--- src/rtl/nios_sys_cache_reader_pkg.sv ---
// Shared definitions for the cache reader: FSM state encodings and the fixed
// read latency of the dual-port buffer's s2 port.
package nios_sys_cache_reader_pkg;

  typedef enum logic [1:0] {
    IDLE  = 2'd0,
    ISSUE = 2'd1,
    DRAIN = 2'd2,
    DONE  = 2'd3
  } state_t;

  localparam int RD_LATENCY = 1;

endpackage

--- src/rtl/nios_sys_cache_reader_fifo.sv ---
// Small synchronous FIFO that absorbs the buffer's read latency so downstream
// backpressure never drops a word. Head word is presented combinationally.
module nios_sys_cache_reader_fifo #(
  parameter int DATA_W = 32,
  parameter int DEPTH  = 4,
  parameter int CNT_W  = $clog2(DEPTH) + 1
) (
  input  logic              clk,
  input  logic              reset_n,
  input  logic              push,
  input  logic [DATA_W-1:0] push_data,
  input  logic              pop,
  output logic [DATA_W-1:0] pop_data,
  output logic              full,
  output logic              empty,
  output logic [CNT_W-1:0]  count
);

  localparam int PTR_W = $clog2(DEPTH);

  logic [DATA_W-1:0] mem [DEPTH];
  logic [PTR_W-1:0]  wr_ptr;
  logic [PTR_W-1:0]  rd_ptr;
  logic              do_push;
  logic              do_pop;

  assign do_push  = push && !full;
  assign do_pop   = pop && !empty;
  assign full     = (count == CNT_W'(DEPTH));
  assign empty    = (count == '0);
  assign pop_data = mem[rd_ptr];

  always_ff @(posedge clk) begin
    if (do_push) mem[wr_ptr] <= push_data;
  end

  // Pointers wrap naturally because DEPTH is a power of two.
  always_ff @(posedge clk or negedge reset_n) begin
    if (!reset_n) begin
      wr_ptr <= '0;
      rd_ptr <= '0;
      count  <= '0;
    end else begin
      if (do_push) wr_ptr <= wr_ptr + PTR_W'(1);
      if (do_pop)  rd_ptr <= rd_ptr + PTR_W'(1);
      if (do_push && !do_pop)      count <= count + CNT_W'(1);
      else if (!do_push && do_pop) count <= count - CNT_W'(1);
    end
  end

endmodule

--- src/rtl/nios_sys_cache_reader.sv ---
// Avalon-MM read master for the buffer's s2 port: reads word_count words from
// base_addr and streams them out with valid/ready, credit-limited by the FIFO.
module nios_sys_cache_reader
  import nios_sys_cache_reader_pkg::*;
#(
  parameter int ADDR_W     = 9,
  parameter int DATA_W     = 32,
  parameter int FIFO_DEPTH = 4
) (
  input  logic                clk,
  input  logic                reset_n,
  input  logic                start,
  input  logic [ADDR_W-1:0]   base_addr,
  input  logic [ADDR_W:0]     word_count,
  output logic                busy,
  output logic                done,
  output logic [ADDR_W-1:0]   m_address,
  output logic                m_chipselect,
  output logic                m_write,
  output logic [DATA_W/8-1:0] m_byteenable,
  output logic                m_clken,
  input  logic [DATA_W-1:0]   m_readdata,
  output logic [DATA_W-1:0]   out_data,
  output logic                out_valid,
  input  logic                out_ready,
  output logic                out_last
);

  localparam int              CNT_W = $clog2(FIFO_DEPTH) + 1;
  localparam logic [ADDR_W:0] ONE   = (ADDR_W + 1)'(1);

  state_t            state;
  logic [ADDR_W:0]   word_count_q;
  logic [ADDR_W:0]   issue_cnt;
  logic [ADDR_W:0]   pop_cnt;
  logic [ADDR_W:0]   last_idx;
  logic              rd_pending;
  logic [CNT_W-1:0]  fifo_count;
  logic [CNT_W:0]    credit_used;
  logic              fifo_full;
  logic              fifo_empty;
  logic              pop;

  assign m_write      = 1'b0;
  assign m_byteenable = '1;
  assign m_clken      = 1'b1;

  // A read still in flight owns a FIFO slot, so the FIFO can never overflow.
  assign last_idx     = word_count_q - ONE;
  assign credit_used  = {1'b0, fifo_count} + {{CNT_W{1'b0}}, rd_pending};
  assign m_chipselect = (state == ISSUE) && !fifo_full &&
                        (credit_used < (CNT_W + 1)'(FIFO_DEPTH));

  assign busy      = (state == ISSUE) || (state == DRAIN);
  assign done      = (state == DONE);
  assign out_valid = !fifo_empty;
  assign pop       = out_valid && out_ready;
  assign out_last  = out_valid && (pop_cnt == last_idx);

  nios_sys_cache_reader_fifo #(
    .DATA_W (DATA_W),
    .DEPTH  (FIFO_DEPTH),
    .CNT_W  (CNT_W)
  ) u_fifo (
    .clk       (clk),
    .reset_n   (reset_n),
    .push      (rd_pending),
    .push_data (m_readdata),
    .pop       (pop),
    .pop_data  (out_data),
    .full      (fifo_full),
    .empty     (fifo_empty),
    .count     (fifo_count)
  );

  always_ff @(posedge clk or negedge reset_n) begin
    if (!reset_n) begin
      state        <= IDLE;
      m_address    <= '0;
      word_count_q <= '0;
      issue_cnt    <= '0;
      pop_cnt      <= '0;
      rd_pending   <= 1'b0;
    end else begin
      rd_pending <= m_chipselect;
      if (pop) pop_cnt <= pop_cnt + ONE;
      unique case (state)
        IDLE: begin
          if (start) begin
            m_address    <= base_addr;
            word_count_q <= word_count;
            issue_cnt    <= '0;
            pop_cnt      <= '0;
            state        <= (word_count == '0) ? DONE : ISSUE;
          end
        end
        ISSUE: begin
          if (m_chipselect) begin
            m_address <= m_address + ADDR_W'(1);
            issue_cnt <= issue_cnt + ONE;
            if (issue_cnt == last_idx) state <= DRAIN;
          end
        end
        DRAIN: begin
          if (pop && (pop_cnt == last_idx)) state <= DONE;
        end
        DONE: state <= IDLE;
      endcase
    end
  end

endmodule

--- config.mk ---
export PLATFORM = sky130hd
export DESIGN_NAME = nios_sys_cache_reader
export DESIGN_NICKNAME = d
export VERILOG_FILES = /design/src/rtl/nios_sys_cache_reader_pkg.sv /design/src/rtl/nios_sys_cache_reader_fifo.sv /design/src/rtl/nios_sys_cache_reader.sv
export SDC_FILE = /design/constraint.sdc
export NUM_CORES = 1
export LEC_CHECK = 0
export ABC_AREA = 1
export ABC_CLOCK_PERIOD_IN_PS = 2410
export CORE_MARGIN = 8
export CORE_UTILIZATION = 45
export DETAILED_ROUTE_END_ITERATION = 8
export PLACE_DENSITY_LB_ADDON = 0.3
export SLEW_MARGIN = 5
export SYNTH_ARGS = -nofsm -noshare
export SYNTH_HDL_FRONTEND = slang
export SYNTH_SLANG_ARGS = --single-unit
--- constraint.sdc ---
create_clock -name clk -period 2.41 [get_ports clk]
set_input_delay 0.6025 -clock clk [delete_from_list [all_inputs] [get_ports clk]]
set_output_delay 0.6025 -clock clk [all_outputs]
set_load 0.005 [all_outputs]
* After elaboration in Yosys (flattened, before gate mapping)
Memory sizes are Yosys's and may differ from the RTL's. Cells that the tools add are included.
Word-level totals: bits in registers 49, RAM bits 128, output and inout bits 52, logic and storage cells 71, memories 1
Memories:
- u_fifo.mem | depth 4, width 32, rd ports 1, clocked after Yosys merged registers in 0, wr ports 1, line nios_sys_cache_reader_fifo.sv:21 | logic [DATA_W-1:0] mem [DEPTH];
Cells by class: $add $sub $neg 9, $lt $le $gt $ge 1, eq/ne operators 10, muxes and demuxes 19, reduce and logical (&&, ||, !) cells 22
Operators by type and width (count):
- two-way mux 10 bit | 5
- adder 10 x 1 -> 10 bit, second input constant | 2
- equality test 10 bit | 2
- case mux 10 bit (2 select lines) | 1
- two-way mux 9 bit | 2
- case mux 9 bit (2 select lines) | 1
- logical NOT 10 bit | 1
- two-way mux 2 bit | 5
- subtractor 10 x 1 -> 10 bit, second input constant | 1
- adder 9 x 1 -> 9 bit, second input constant | 1
- logical AND 1 bit | 9
- case mux 2 bit (4 select lines) | 1
- two-way mux 3 bit | 2
- adder 2 x 1 -> 2 bit, second input constant | 2
- adder 3 x 1 -> 4 bit | 1
- equality test 2 bit, second input constant | 2
- logical NOT 1 bit | 4
- < comparator 4 x 3 -> 1 bit, second input constant | 1
- != test 2 x 1 -> 1 bit, second input constant | 2
- != test 2 bit, second input constant | 2
- AND reduction 4 bit | 1
- nonzero test 2 bit | 2
- adder 3 x 1 -> 3 bit, second input constant | 1
- equality test 3 bit, second input constant | 1
- 8 further kinds | 9

* Longest topological paths before layout
Gate-level depths: netlist of the first run.
depth in word-level cells 7, mapped depth 17, mapped depth without buffers 17

* By module
Synthesis of the first run repeated with hierarchy kept, for this count alone.
Second synthesis, totals: cell total of the unflattened synthesis 830, area total of the unflattened synthesis 8351.8 um2
By module, submodules not included:
- nios_sys_cache_reader_fifo | times used 1, cells an instance 435, area each 5562.8 um2
- nios_sys_cache_reader | times used 1, cells an instance 395, area each 2788.9 um2

* Least setup slack after synthesis of the first run
Ideal clock, no wire load.
path kind register to register, start point reg u_fifo.count[0], end point mem u_fifo.mem[0][0], enable pin, setup time 0.421 ns, arrival 2.035 ns, slack -0.046 ns, stages on the path, launching flop included 5, path buffers 0, period minus slack after synthesis 2.456 ns, cells stage by stage dfrtp_1 nor2_1 nand2_1 nand2_1 nor2_1
On the way: longest elaborated chain between the ends 5
RTL lines:
- from (decl) | line nios_sys_cache_reader_fifo.sv:16 | output logic [CNT_W-1:0] count
- from (signal assigned) | line nios_sys_cache_reader_fifo.sv:46 | if (do_push && !do_pop) count <= count + CNT_W'(1);
- from (signal assigned) | line nios_sys_cache_reader_fifo.sv:47 | else if (!do_push && do_pop) count <= count - CNT_W'(1);
- equality test 3 bit | line nios_sys_cache_reader_fifo.sv:29 | assign full = (count == CNT_W'(DEPTH));
- logical NOT 1 bit | line nios_sys_cache_reader_fifo.sv:27 | assign do_push = push && !full;
- logical AND 1 bit | line nios_sys_cache_reader_fifo.sv:27
- two-way mux 1 bit | line nios_sys_cache_reader_fifo.sv:34 | if (do_push) mem[wr_ptr] <= push_data;
- two-way mux 1 bit (not written as such) | line nios_sys_cache_reader_fifo.sv:34
- to (decl) | line nios_sys_cache_reader_fifo.sv:21
Every way passes these cells.

* Worst setup path in the final report of the first run
start point reg word_count_q[1], end point out out_last
On the way: longest elaborated chain between the ends 3
RTL lines:
- from (decl) | line nios_sys_cache_reader.sv:33 | logic [ADDR_W:0] word_count_q;
- from (signal assigned) | line nios_sys_cache_reader.sv:91 | word_count_q <= word_count;
- subtractor 10 x 1 -> 10 bit | line nios_sys_cache_reader.sv:49 | assign last_idx = word_count_q - ONE;
- equality test 10 bit | line nios_sys_cache_reader.sv:58 | assign out_last = out_valid && (pop_cnt == last_idx);
- logical AND 1 bit | line nios_sys_cache_reader.sv:58
- to (decl) | line nios_sys_cache_reader.sv:26 | output logic out_last
Every way passes these cells.

==> metrics, run 1 <==
top cell type by total area after synthesis=sky130_fd_sc_hd__edfxtp_1; leading cell types by count after synthesis=128 x sky130_fd_sc_hd__edfxtp_1, 108 x sky130_fd_sc_hd__nor2_1, 92 x sky130_fd_sc_hd__o21ai_0; post-route fraction of the period consumed by the critical path=110%; final critical delay including setup and external delays=approximately 2.7 ns; Post-Route Skew=0.0100 ns; arrival time at the worst endpoint=around 2.1 ns; via count of the first global-routing pass=between 5,000 and 6,000; remaining antenna violation count=0; most frequent cell on the critical path=sky130_fd_sc_hd__nand2_1; count of unresolved DRC violations after routing=0; Total Neg Setup Slack=-0.251 ns; cell chain of the critical path=buf_4 > nor2_4 > nand2_2 > nor2_4 > inv_2 > nand2_1 > nand3_1 > nand2_1 > nand2_1 > nor2_2 > and3_1 > buf_2; Sw Share=37.7%; Die X=around 150 um; leading cell types by total area after synthesis=sky130_fd_sc_hd__edfxtp_1 49%, sky130_fd_sc_hd__dfrtp_1 16%, sky130_fd_sc_hd__o21ai_0 5.8%, sky130_fd_sc_hd__nor2_1 5.1%, sky130_fd_sc_hd__nand2_1 4.3%; global-route wire length before repair=between 20,000 and 30,000 um; total number of nets in the final design=960; area grow syn2layout=31.5%; kind of cell with the highest combined delay on the critical path=simple AND/OR/NAND/NOR gates; total die area=~22,000 um2; buffers and inverters on the worst path=3; clock power share=between 20% and 30%; Leak=~4 nW; setup repair after global routing missed its margin=yes; slowest cell on the critical path=sky130_fd_sc_hd__dfrtp_1; root buf cell=sky130_fd_sc_hd__clkbuf_16; H-Tree Depth=4; total iterations of the first detailed-routing run=5; Yosys top cell area share=approximately 49%; Cells after Synth=~730; Post-Route Utilization=about three fifths; number of endpoints failing setup at the final stage=1; count of flip-flops with a built-in enable after synthesis=between 100 and 150; num rows=48; total routed wirelength=18,400 um; cell area power density=1230 nW/um2; leading register cell type out of synthesis=sky130_fd_sc_hd__edfxtp_1; starting density of the core=between 40% and 50%; peak supply drop=676 uV; kind of start point of the critical path=flop; post-synth cell types=42; gp weighted congestion=about 0.9; Place WS=-0.258 ns; synthesis warning total=0; later-pin clock latency in the skew report=roughly 0.43 ns; half-perimeter wire length after placement=11,800 um; share of layout cells above drive strength 1=between 20 and 25%; number of slew-limit violations in the final report=0; Critical Path Sink Type=output pin; Antenna Diode Count=0; Clock Tree Buf Depth=2; design internal power=~7.9 mW; number of max-cap violations=0; GRT Resource Usage Total=between 10% and 20%; violated checks=negative setup slack; average wire per standard cell=roughly 16 um; slowest stage delay, CP=0.39 ns; maximum fanout encountered on the critical timing path=4; TritonCTS clock tree=built; initial antenna violation count=0; mean cell area of the mapped netlist=between 10 and 15 um2; critical setup path kind=flop to output pin; number of buffers created by CTS=17; maximum number of pins on one net before global-route repair=33; Avg Vias per Cell=5.10; number of port buffers=100; fraction of the yosys area taken by sequential cells=64.2%; least setup slack across all paths after layout=-0.251 ns; max frequency=between 300 and 400 MHz; Min Hold Slack=~0.11 ns; Starting DRT DRC Count=314; flop and latch count out of synthesis=177; clk slew on worst S/H paths=0.08 ns; class of the most critical hold timing path=input pin to async pin; combinational power share=a little under half; Hold Violations, Final=0; post-synthesis instance area=just under 8000 um2; vias post-DR=~5,800; CP required=1.81 ns; result of the run=finished with violations; global route total overflow=0; Sw Pwr=between 4 and 5 mW; portion of total power attributed to sequential cells=33.5%; core region area=about 17,000 um2; TritonCTS Sinks=177; number of top-level design ports=~110; asr flop ratio synth=27.7%; most frequently used cell type in the post-synthesis netlist=sky130_fd_sc_hd__edfxtp_1; Chip Height=148 um
[flip-flops by register name (all words and copies together) (netlist names)]
register / flops
u_fifo.wr_ptr: 2
rd_pending: 1
word_count_q: 10
state: 2
u_fifo.count: 3
m_address: 9
issue_cnt: 10
u_fifo.mem: 128
u_fifo.rd_ptr: 2
pop_cnt: 10
[through the flow]
stage               instances  total power, mW  cell area, um2
detailed placement       1086             9.92            9600
finish                   1129             12.8           10400
floorplan                 735             7.19            7910
global route             1129             13.6           10400
global placement         1086             9.85            9600
CTS                      1127             12.7           10300
[power by group through the flow]
stage / logic [mW] / clock network, mW / registers (mW)
after detailed placement: 5.62 / 0 / 4.30
after floorplan: 2.93 / 0 / 4.27
final: 5.80 / 2.69 / 4.27
after global placement: 5.55 / 0 / 4.30
after global routing: 6.43 / 2.87 / 4.34
after CTS: 5.73 / 2.75 / 4.26
[layer usage]
layer / track usage (%) / share of wire [%] / vias to the layer above
met5: 0 / 0 / -
met4: 5.66 / 1.3 / 0
met3: 4.07 / 5.8 / 19
met2: 28.2 / 48 / 149
met1: 21.2 / 45 / 2731
li1: - / - / 2864
[timing repair]
| item | 4_1_cts | 5_1_grt |
|---|---|---|
| pin swaps | 9 | 7 |
| hold buffers | 0 | 0 |
| gates resized for setup | 55 | 59 |
| setup endpoints to repair | 35 | 23 |
| buffers inserted | 7 | 1 |
| cloned | 2 | 1 |
[final timing paths]
kind / start / end / slack [ns] / depth (start not counted)
max: word_count_q[1] / out_last / -0.25 / 12
min: reset_n / m_address[1] / 0.11 / 1
min reg2reg: word_count_q[9] / word_count_q[9] / 0.52 / 2
max reg2reg: state[0] / issue_cnt[8] / 0.30 / 10
max in group asynchronous: reset_n / u_fifo.rd_ptr[0] / 1.75 / 2
min in group clk: word_count_q[9] / word_count_q[9] / 0.52 / 2
[layout make-up]
cell class | count | area (um2)
Clock inverter | 15 | 166
Tap cell | 225 | 282
Timing Repair Buffer | 168 | 1640
Sequential cell | 177 | 5070
Fill cell | 1408 | 6850
Multi-Input combinational cell | 467 | 2570
Clock buffer | 17 | 425
Inverter | 60 | 230
[cells in the final DEF (no fill, tap or decap), drive strengths merged, types with 5 or more instances in the layout]
master and n:
xor2 7, a21oi 14, dlygate4sd2 16, o21ai 95, inv 67, nand4 5, buf 69, edfxtp 128
clkdlybuf4s50 65, o22ai 33, ha 13, conb 6, nand2 107, nand3 39, clkinv 6, dfrtp 49
nor3 11, nor2 115, clkbuf 27, clkdlybuf4s15 5
[cell families after synthesis]
| family | share of synthesized area [%] |
|---|---|
| buf+inv | 4.69 |
| other cells | 0.0951 |
| fa+ha+maj | 2.31 |
| mux | 0.143 |
| flops | 64.2 |
| xor+xnor | 0.998 |
| compound gates | 10.8 |
| simple gates | 16.7 |
Note: power is estimated with default switching activity, not from simulation.
==> run 2, diff against run 1 <==
--- a/config.mk
+++ b/config.mk
@@ -6,7 +6,7 @@
 export NUM_CORES = 1
 export LEC_CHECK = 0
 export ABC_AREA = 1
-export ABC_CLOCK_PERIOD_IN_PS = 2410
+export ABC_CLOCK_PERIOD_IN_PS = 2600
 export CORE_MARGIN = 8
 export CORE_UTILIZATION = 45
 export DETAILED_ROUTE_END_ITERATION = 8
==> constraint.sdc (replaced) <==
create_clock -name clk -period 2.6 [get_ports clk]
set_input_delay 0.26 -clock clk [delete_from_list [all_inputs] [get_ports clk]]
set_output_delay 0.26 -clock clk [all_outputs]
set_load 0.005 [all_outputs]
==> metrics, run 2 (same netlist as run 1, synthesis figures left out) <==
result of the run=finished clean; cell area power density=1130 nW/um2; half-perimeter wire length after placement=between 10,000 and 15,000 um; GRT Resource Usage Total=16.5%; total iterations of the first detailed-routing run=5; most common cell after layout, fill and taps aside=sky130_fd_sc_hd__edfxtp_1; initial antenna violation count=0; number of slew-limit violations in the final report=0; starting density of the core=45.8%; number of top-level design ports=approximately 110; global routing met2 resource utilization=between 20% and 30%; later-pin clock latency in the skew report=around 0.44 ns; setup repair after global routing missed its margin=yes; Global Route met3 Usage=under 10%; via count of the first global-routing pass=5,590; number of flip-flops in the largest register=128; count of unresolved DRC violations after routing=0; area grow syn2layout=24.7%; Min Hold Slack=0.313 ns; clk slew on worst S/H paths=approximately 0.070 ns; TritonCTS Sinks=177; global route total overflow=0; Area after DPL=about 9000 um2; Antenna Diode Count=0; average wire per standard cell=approximately 16 um; Slew headroom=58.6%; root buf cell=sky130_fd_sc_hd__clkbuf_16; H-Tree Depth=4; least setup slack across all paths after layout=around 0.094 ns; Die X=148 um; kind of start point of the critical path=flop; most used cells in the layout excluding fill and tap cells=128 x sky130_fd_sc_hd__edfxtp_1, 104 x sky130_fd_sc_hd__nor2_1, 98 x sky130_fd_sc_hd__clkdlybuf4s50_1; TritonCTS clock tree=built; Post-Route Skew=~0.013 ns; arrival time at the worst endpoint=approximately 2.3 ns; post-layout instance area=between 9000 and 10,000 um2; Chip Height=148 um; number of endpoints failing setup at the final stage=0; total power after layout=roughly 11 mW; global-route wire length before repair=about 29,000 um; CP required=~2.3 ns; Clock Tree Buf Depth=2; total die area=~22,000 um2; Hold Violations, Final=0; gp weighted congestion=~0.89; final critical delay including setup and external delays=~2.5 ns; num rows=48; maximum number of pins on one net before global-route repair=36; number of port buffers=100; total number of nets in the final design=just over 900; Leak=~3.7 nW; core region area=17,200 um2; number of buffers created by CTS=17; remaining antenna violation count=0; transition at the pin with the smallest max-transition slack=around 0.62 ns; Biggest register=u_fifo.mem; share of layout cells above drive strength 1=12.7%; critical setup path kind=flop to output pin; number of max-cap violations=0; max frequency=399 MHz; Place WS=around 0.15 ns; peak supply drop=roughly 570 uV; post-route fraction of the period consumed by the critical path=96.4%; met1 demand-to-capacity share in global routing=between 20% and 30%; Starting DRT DRC Count=roughly 320; maximum fanout encountered on the critical timing path=35; vias post-DR=around 5,600; Critical Path Sink Type=output pin; total routed wirelength=17,500 um; layer with the highest usage after global routing=met2; class of the most critical hold timing path=input pin to async pin; Avg Vias per Cell=5.16
## run 2: cell types whose count changed in the layout (fill, tap and decap cells not counted), sizes merged
cell,change
buf,-48
clkdlybuf4s50,+33
dlygate4sd2,-16
clkbuf,-9
clkdlybuf4s15,-5
clkinv,-3
dlymetal6s2s,-3
bufinv,+1
clkinvlp,+1
dlygate4sd3,+1
inv,+1
## run 2: report_power, final
part	total [mW]	switching, mW	leakage [nW]	internal, mW
clock	2.51	1.15	0.280	1.36
combinational	4.63	2.60	1.64	2.03
sequential	4.02	0.413	1.78	3.61
total	11.2	4.16	3.70	7.00
## run 2: through the flow
stage	TNS (ns)	cells	util [%]
2_1_floorplan	0	735	-
3_3_place_gp	0	1046	53.5
3_5_place_dp	0	1046	53.5
4_1_cts	0	1082	57.1
5_1_grt	-0.0404	1082	57.1
6_report	0	1082	57.1
## run 2: area by class of cell
type / count / area, um2
clock buffer: 17 / 425
clock inverter: 15 / 166
fill: 1457 / 7390
inverter: 60 / 225
multi-input combinational: 467 / 2500
sequential: 177 / 5070
tap: 225 / 282
timing repair buffer: 121 / 1170
## run 2: final timing paths
kind                                  start            to  slack [ns]  cells past startpoint
max in group asynchronous           reset_n    pop_cnt[3]        1.74                      3
min in group clk               base_addr[0]  m_address[0]        0.36                      3
hold / removal                      reset_n  m_address[3]        0.31                      2
hold reg to reg                    state[1]      state[1]        0.54                      2
setup reg to reg                   state[0]  issue_cnt[2]        0.35                     10
setup / recovery           u_fifo.rd_ptr[0]   out_data[1]        0.09                      5
## run 2: critical path, cell delays in order (launching register included)
cell                              delay (ns)
sky130_fd_sc_hd__dfrtp_4                0.59
sky130_fd_sc_hd__inv_2                  0.12
sky130_fd_sc_hd__buf_8                  0.23
sky130_fd_sc_hd__o21ai_0                0.11
sky130_fd_sc_hd__o22ai_1                0.22
sky130_fd_sc_hd__clkdlybuf4s50_1        0.55
## run 2: layer usage
layer	share of wire [%]	vias to the layer above
li1	-	2761
met1	45	2660
met2	47	140
met3	6.3	20
met4	1.7	0
met5	0	-
## run 2: timing repair
action                                 4_1_cts  5_1_grt
setup endpoints to repair                    2       20
pin swaps                                    0        0
hold buffers                                 1        0
endpoints found under the hold margin       19        0
resized for setup                            2        5
setup buffers                                3        0
==> run 3, diff against run 2 <==
--- a/config.mk
+++ b/config.mk
@@ -10,7 +10,7 @@
 export CORE_MARGIN = 8
 export CORE_UTILIZATION = 45
 export DETAILED_ROUTE_END_ITERATION = 8
-export PLACE_DENSITY_LB_ADDON = 0.3
+export PLACE_DENSITY = 0.69
 export SLEW_MARGIN = 5
 export SYNTH_ARGS = -nofsm -noshare
 export SYNTH_HDL_FRONTEND = slang
==> metrics, run 3 (same netlist as run 1, synthesis figures left out) <==
critical setup path kind=flop to output pin; launching instance or port of the critical path=u_fifo.rd_ptr[0]; remaining antenna violation count=0; number of endpoints failing setup at the final stage=0; root buf cell=sky130_fd_sc_hd__clkbuf_16; total routed wirelength=17,400 um; maximum fanout encountered on the critical timing path=26; Starting DRT DRC Count=approximately 300; cell area power density=1140 nW/um2; final cell count without fillers=around 1,100; TritonCTS clock tree=built; wire length on met2=8540 um; total number of nets in the final design=around 900; routed metal-1 wire length=about 7700 um; multi-input logic area=between 2000 and 3000 um2; count of unresolved DRC violations after routing=0; final critical delay including setup and external delays=2.49 ns; total iterations of the first detailed-routing run=4; Critical Path Sink Type=output pin; most common cell after layout, fill and taps aside=sky130_fd_sc_hd__edfxtp_1; class of the most critical hold timing path=input pin to async pin; result of the run=finished clean; FILL cells=~1,500; GRT Resource Usage Total=approximately 16%; area occupied by registers=5070 um2; vias post-DR=5,568; H-Tree Depth=4; Avg Vias per Cell=around 5; maximum number of pins on one net before global-route repair=66; Antenna Diode Count=0; Area after DPL=slightly above 9000 um2; Biggest register=u_fifo.mem; Post-Route Skew=0.0147 ns; clk slew on worst S/H paths=0.07 ns; global route total overflow=0; arrival time at the worst endpoint=roughly 2.2 ns; Reg-to-Reg Start=state[0]; number of slew-limit violations in the final report=0; number of buffers created by CTS=17; total die area=between 20,000 and 25,000 um2; CP required=between 2 and 2.5 ns; via count of the first global-routing pass=roughly 5,600; starting density of the core=between 40% and 50%; core region area=between 15,000 and 20,000 um2; number of max-cap violations=0; Die X=approximately 150 um; peak supply drop=approximately 570 uV; Chip Height=roughly 150 um; share of layout cells above drive strength 1=about an eighth; max frequency=401 MHz; wire length on met3=1000 um; Clock Tree Buf Depth=2; initial antenna violation count=0; average wire per standard cell=approximately 16 um; post-layout instance area=9900 um2; placed cell count=1,048; half-perimeter wire length after placement=11,600 um; most used cells in the layout excluding fill and tap cells=128 x sky130_fd_sc_hd__edfxtp_1, 103 x sky130_fd_sc_hd__nor2_1, 98 x sky130_fd_sc_hd__clkdlybuf4s50_1; TritonCTS Sinks=approximately 180; number of port buffers=100; number of top-level design ports=107; Hold Violations, Final=0; Leak=3.72 nW; number of flip-flops in the largest register=~130; later-pin clock latency in the skew report=approximately 0.43 ns; Top Metal Used=met4; post-route fraction of the period consumed by the critical path=between 90% and 100%; area grow syn2layout=25.3%; gp weighted congestion=between 0.8 and 0.9; kind of start point of the critical path=flop; flop-to-flop setup slack=around 0.35 ns; global-route wire length before repair=about 29,000 um; num rows=48
==> run 3: layout make-up <==
type / count / area share (%)
Timing Repair Buffer: 122 / 12.1
Tap cell: 225 / 2.84
Clock inverter: 15 / 1.78
Clock buffer: 17 / 4.30
Sequential cell: 177 / 51.2
Multi-Input combinational cell: 467 / 25.4
Inverter: 60 / 2.28
==> run 3: final timing paths <==
check                             endpoint  depth (start not counted)
max                           out_data[22]                          5
min                             pop_cnt[1]                          2
max reg2reg                   issue_cnt[8]                         12
min reg2reg                word_count_q[9]                          2
max in group asynchronous  u_fifo.count[0]                          3
min in group clk              m_address[0]                          3
==> run 3: per-stage QoR <==
step	setup slack, ns	power, mW	hold slack, ns	utilization, %	setup TNS, ns
2_1_floorplan	0.144	6.67	-0.0356	-	0
3_3_place_gp	0.217	8.68	0.234	53.7	0
3_5_place_dp	0.202	8.74	0.232	53.7	0
4_1_cts	0.0327	11.4	0.302	57.4	0
5_1_grt	-0.0211	12.1	0.345	57.4	-0.0211
6_report	0.109	11.3	0.302	57.4	0
==> run 3: worst max-delay path, cell delays in order, from the launching register on <==
cell and delay [ns]:
sky130_fd_sc_hd__dfrtp_2 0.42, sky130_fd_sc_hd__inv_2 0.28, sky130_fd_sc_hd__buf_12 0.22, sky130_fd_sc_hd__o21ai_0 0.08
sky130_fd_sc_hd__o22ai_1 0.23, sky130_fd_sc_hd__clkdlybuf4s50_1 0.56
==> run 3: where the power goes <==
group,switching (mW),internal (mW),total [mW]
Clock,1.13,1.45,2.57
Sequential,0.368,3.60,3.97
Combinational,2.67,2.10,4.76
Total,4.16,7.15,11.3
==> run 3: repair_timing <==
item | in CTS | in global routing
pin swaps | 1 | 0
hold buffers | 1 | 0
endpoints found under the hold margin | 17 | 0
endpoints found under the setup margin | 5 | 1
buffers inserted | 2 | 0
resized for setup | 3 | 5
==> run 3: metal layers <==
layer	vias up	GRT usage, %
met4	0	5.86
met2	133	26.9
li1	2760	-
met5	-	0
met1	2661	20.6
met3	14	3.95
==> patch 1, RTL diff (config.mk and constraints of run 2) <==
The parameter `FIFO_DEPTH` goes from 4 to 8.
--- a/src/rtl/nios_sys_cache_reader.sv
+++ b/src/rtl/nios_sys_cache_reader.sv
@@ -5,7 +5,7 @@
 #(
   parameter int ADDR_W     = 9,
   parameter int DATA_W     = 32,
-  parameter int FIFO_DEPTH = 4
+  parameter int FIFO_DEPTH = 8
 ) (
   input  logic                clk,
   input  logic                reset_n,
Formal check against the unedited RTL: not equivalent (Yosys sat finds a counterexample within 10 cycles, from zero or initial values and one cycle with reset_n low).
==> patch 1 against run 2 <==
Setup slack worse by 54 ps; largest power group unchanged; final area up 66%; power increased by 64%; area after synthesis grew 67%; global-route usage is 0.48 points higher; largest cell class unchanged; sequential cell count is 131 higher; count of clock-buffer cells in the layout is 24 higher; clock power is 61% higher; highest routed layer is now met5; routed wire length increased by 78%.
==> patch 1: results (changes against run 2) <==
| Metric | Value |
|---|---|
| Share of cells above drive strength 1 | 12.3% (-0.46 points) |
| Latest clock arrival within the worst-skew pair | 570 ps (+130 ps) |
| Area grow syn2layout | 24.3% |
| First-pass GRT wire length | 48.6 mm (+70%) |
| P_leak | 0.00601 uW (+62%) |
| Cell Area, Placed | 0.0149 sq mm (+62%) |
| Clk_skew | 23.4 ps (+10.0 ps) |
| Synth area leaders | edfxtp_1 (58%), dfrtp_1 (9.9%), nor2_1 (8.1%) |
| Worst R2R Path Depth | 12 (+2) |
| Bufs on Longest Clock Path | 3 (+1) |
| Routed WL | 31.2 mm (+78%) |
| CP max stage delay | 580 ps |
| Num CTS Buffers | 31 (+14) |
| R2r setup slk | 310 ps (-40 ps) |
| DPL Wire Length | 19.2 mm (+66%) |
| First-pass iteration count of the detailed router | 7 (+2) |
| Met3 Track Usage GR | 3.39% (-1.2 points) |
| Sequential area share after synthesis | 68.2% (+4.0 points) |
| Fillers | 2380 (+63%) |
| EDFF count, synth | 256 (+100%) |
| CTS H-tree lvls | 1 (-3) |
| Total number of vias | 9234 (+65%) |
| RR Endpoint | u_fifo.count[3] |
| Met2 Resource Use GR | 28.8% (+2.2 points) |
| Worst hold path type | input port to asynchronous set/reset pin |
| Largest net degree at the start of global routing | 58 (+61%) |
| Slowest CP cell | dfrtp_4 |
| Peak supply drop | 0.706 mV (+24%) |
| Largest register FFs | 256 (+100%) |
| IO Port Bufs | 100 (unchanged) |
| Initial antenna violation count | 3 (+3) |
| Final hold slack | 269 ps (-44.3 ps) |
| Worst-Margin Slew | 667 ps (+46.4 ps) |
| DRT iter0 DRCs | 600 (+86%) |
| Status | finished, final reports clean |
| Final nets | 1392 (+52%) |
| RePlAce Congestion | 0.859 (-3.4%) |
| Arr. time, crit path | 2300 ps (+50 ps) |
| Root Driver | clkbuf_16 |
| R2r startpoint | u_fifo.count[0] |
| Gr usage total | 17.0% (+0.48 points) |
| Worst-path clk slew | 60 ps |
| Synth Warn # | 0 (unchanged) |
| Asr flop ratio synth | 16.9% (-11 points) |
| Met1 usage | 21.9% (+0.84 points) |
| Crit path max fanout | 13 (-63%) |
| Netlist cell types | 45 (+7.1%) |
| Synth top cells by count | nor2_1 (284), edfxtp_1 (256), o21ai_0 (153) |
| Most flop-heavy register | u_fifo.mem |
| Grt ovf | 0 (unchanged) |
==> patch 1: final cells by class <==
cell class	count	area share, %
clock inverters	15	0.634
flip-flops and latches	308	54.9
inverters	65	1.59
diodes	1	0.0153
multi-input cells	754	23.5
well taps	384	2.93
repair buffers	162	11.3
repair inverters	1	0.0535
clock buffers	41	4.97
==> patch 1: power by group <==
group | total [uW] | switching, uW | internal (uW)
Combinational | 7860 | 4450 | 3410
Clock | 4050 | 1760 | 2290
Sequential | 6460 | 448 | 6020
Total | 18400 | 6660 | 11700
==> patch 1: critical path, delay by kind of cell, from the launching register on <==
kind                   cells  cell delay, ps
AO/OA/AOI/OAI              3             310
flip-flops                 1             580
AND/OR/NAND/NOR            1             120
buffers and inverters      4             730
==> patch 1: worst max path at each step <==
stage | from | end | slack [ps] | cells after the start
2_1_floorplan | u_fifo.count[0] | u_fifo.mem[0][0] | -400 | 5
3_3_place_gp | word_count_q[0] | out_last | 220 | 13
3_5_place_dp | word_count_q[0] | out_last | 170 | 10
4_1_cts | u_fifo.rd_ptr[0] | out_data[25] | -210 | 6
5_1_grt | word_count_q[1] | out_last | -50 | 12
6_report | u_fifo.rd_ptr[0] | out_data[3] | 40 | 8
==> patch 1: metrics by stage <==
| step | setup WS [ps] | std cells |
|---|---|---|
| after floorplan | -397 | 1188 |
| after global routing | -51.7 | 1731 |
| after CTS | -207 | 1714 |
| final | 40.3 | 1731 |
| after global placement | 217 | 1649 |
| after detailed placement | 165 | 1649 |
==> patch 1: what timing repair did <==
action,CTS,global route
cloned,3,5
setup endpoints to repair,33,20
hold buffers,1,0
pin swaps,2,15
setup buffers,5,11
endpoints found under the hold margin,23,0
gates resized for setup,40,66
==> patch 1: cells by family (layout without fill, tap and decap cells) <==
family                     Yosys count  in the layout  share of synthesized area (%)
other                                2              7                         0.0570
adders and majority gates           14             14                           1.39
AOI/OAI and AO/OA                  254            254                           10.6
xor gates and xnor gates            14             14                           1.04
buffers and inverters              126            284                           3.87
and+or+nand+nor                    466            466                           14.8
DFF                                308            308                           68.2
==> patch 1: layer usage <==
metal  vias up  part of all wire [%]
met3        62                   5.8
met5         -                 0.093
li1       4453                     -
met4         4                   2.0
met2       237                    48
met1      4478                    44
==> patch 2, RTL diff (flow settings as in run 2) <==
Without the edit above. Reset style: synchronous (`reset_n`), changed in 2 clocked blocks.
--- a/src/rtl/nios_sys_cache_reader_fifo.sv
+++ b/src/rtl/nios_sys_cache_reader_fifo.sv
@@ -35,7 +35,7 @@
   end
 
   // Pointers wrap naturally because DEPTH is a power of two.
-  always_ff @(posedge clk or negedge reset_n) begin
+  always_ff @(posedge clk) begin
     if (!reset_n) begin
       wr_ptr <= '0;
       rd_ptr <= '0;
--- a/src/rtl/nios_sys_cache_reader.sv
+++ b/src/rtl/nios_sys_cache_reader.sv
@@ -73,7 +73,7 @@
     .count     (fifo_count)
   );
 
-  always_ff @(posedge clk or negedge reset_n) begin
+  always_ff @(posedge clk) begin
     if (!reset_n) begin
       state        <= IDLE;
       m_address    <= '0;
Check against the original RTL: differs if reset_n is asserted again (counterexample within 4 cycles, from zero or initial values and one cycle with reset_n low); with reset_n held inactive, the same outputs for 10 cycles.
==> patch 2 against run 2 <==
Utilization fell by 0.18 points; cell count grew 3.6%; setup slack better by 110 ps; sequential cell count rose by 2; clock skew decreased by 2.9 ps; area after synthesis is 1.1% lower; final area down 1.0%; synthesized cell count rose by 6.3%; sequential share of layout area down 1.6 points; power is 18% lower; routed wire length increased by 0.83%; largest power group is now sequential cells.
==> patch 2: results (changes against run 2) <==
| Metric | Value |
|---|---|
| First-pass GRT wire length | 28.3 mm (-1.1%) |
| Total number of vias | 5755 (+3.1%) |
| Clk_skew | 10.5 ps (-2.92 ps) |
| Synth top cells by count | edfxtp_1 (128), nor2_1 (108), nand2_1 (100) |
| First-pass iteration count of the detailed router | 7 (+2) |
| Worst hold path type | input port to register |
| DPL Wire Length | 11.7 mm (+1.4%) |
| Netlist cell types | 41 (-2.4%) |
| Final nets | 953 (+4.4%) |
| DRT iter0 DRCs | 337 (+4.3%) |
| Via/cell ratio | 5.13 (-0.47%) |
| Asr flop ratio synth | 0% (-28 points) |
| CTS H-tree lvls | 4 (unchanged) |
| Adder-cell share of the synthesized area | 2.34% (+0.027 points) |
| Power Dens Cells | 936 mW/mm^2 (-17%) |
| Post-Synth XOR/XNOR Area | 0.897% (-0.10 points) |
| R2r startpoint | state[1] |
| CP endpoint | out_last |
| Number of global-route vias before repair | 5634 (+0.79%) |
| Ant diodes | 0 (unchanged) |
| P_leak | 0.00346 uW (-6.4%) |
| IO Port Bufs | 100 (unchanged) |
| Peak supply drop | 0.555 mV (-2.7%) |
| Power after layout | 9130 uW (-18%) |
| Share of cells above drive strength 1 | 9.71% (-3.0 points) |
| R2r setup slk | 510 ps (+160 ps) |
| RePlAce Congestion | 0.898 (+0.98%) |
| Crit path max fanout | 5 (-86%) |
| Final hold slack | 405 ps (+91.2 ps) |
| Latest clock arrival within the worst-skew pair | 430 ps |
| RR Endpoint | issue_cnt[8] |
| Worst R2R Path Depth | 9 (-1) |
| Gr usage total | 16.4% (-0.12 points) |
| Dpl cells | 1087 (+3.9%) |
| Fillers | 1511 (+3.7%) |
| WL/cell | 15.7 microns (-2.7%) |
| Largest register FFs | 128 (unchanged) |
| Avg Cell Area, Syn | 10.0 sq um (-7.0%) |
| Mux cell area share after synthesis | 0% (-0.14 points) |
| DRC | 0 (unchanged) |
| CP Launch Point | word_count_q[1] |
| Slew margin rel. | 65.1% (+6.5 points) |
| Compound-Gate Fraction of Synth Area | 12.2% (+1.3 points) |
| Status | finished, final reports clean |
| Bufs on Longest Clock Path | 2 (unchanged) |
| Most flop-heavy register | u_fifo.mem |
| Sequential area share after synthesis | 62.3% (-1.9 points) |
| Synth area leaders | edfxtp_1 (49%), dfxtp_1 (13%), o21ai_0 (6.0%) |
| Root Driver | clkbuf_16 |
| Largest net degree at the start of global routing | 65 (+81%) |
patch 2: through the flow:
stage / utilization [%] / worst slack (ps) / cell area [sq um]
2_1_floorplan: - / 180 / 7820
3_3_place_gp: 53.5 / 211 / 9150
3_5_place_dp: 53.5 / 174 / 9150
4_1_cts: 57.0 / 203 / 9750
5_1_grt: 57.0 / 10.1 / 9750
6_report: 57.0 / 200 / 9750
patch 2: cell type report:
| type | count | area (sq um) | share of cell area (%) |
|---|---|---|---|
| clock inverters | 13 | 126 | 1.30 |
| multi-input cells | 503 | 2610 | 26.8 |
| well taps | 225 | 282 | 2.89 |
| inverters | 65 | 246 | 2.53 |
| clock buffers | 18 | 429 | 4.40 |
| repair buffers | 118 | 1180 | 12.2 |
| flip-flops and latches | 179 | 4870 | 49.9 |
patch 2: cells by family after synthesis:
logic type,Yosys count
and+or+nand+nor,302
adders and majority gates,14
other,2
AOI/OAI and AO/OA,173
xor gates and xnor gates,8
DFF,179
buffers and inverters,99
patch 2: layer usage:
layer,part of all wire [%],up-vias,GRT usage [%]
li1,-,2911,-
met5,0,-,0
met3,7.1,18,5.53
met4,1.6,0,5.25
met2,46,164,26.8
met1,46,2662,20.1
patch 2: timing repair:
action | 4_1_cts | 5_1_grt
hold endpoints to repair | 0 | 0
hold buffers | 0 | 0
gates resized for setup | 8 | 0
buffers inserted | 3 | 0
endpoints found under the setup margin | 1 | 0
patch 2: how the worst min path moves through the flow:
stage,startpoint,endpoint,cells after the start
after floorplan,m_readdata[0],u_fifo.mem[0][0],0
after global placement,u_fifo.rd_ptr[1],u_fifo.rd_ptr[1],2
after detailed placement,u_fifo.rd_ptr[1],register,2
after CTS,base_addr[1],m_address[1],3
after global routing,base_addr[1],m_address[1],3
final,base_addr[1],m_address[1],3
patch 2: critical path, stage by stage, from the launching register on:
cell and delay (ps):
dfxtp_2 330, inv_2 70, ha_4 160, inv_1 40
nand2_1 90, nand2_1 80, nand2_1 60, nand2_1 40
nor2_1 110, nand2_1 60, nor2_1 100, nand2_1 60
nor2_1 110, and3_1 160, dlygate4sd2_1 230
patch 2: power by group:
part / leakage (uW) / total [uW] / switching [uW] / internal [uW]
sequential: 0.00157 / 3560 / 215 / 3350
combinational: 0.00164 / 3160 / 1790 / 1370
clock: 0.000256 / 2410 / 1080 / 1330
total: 0.00346 / 9130 / 3090 / 6040
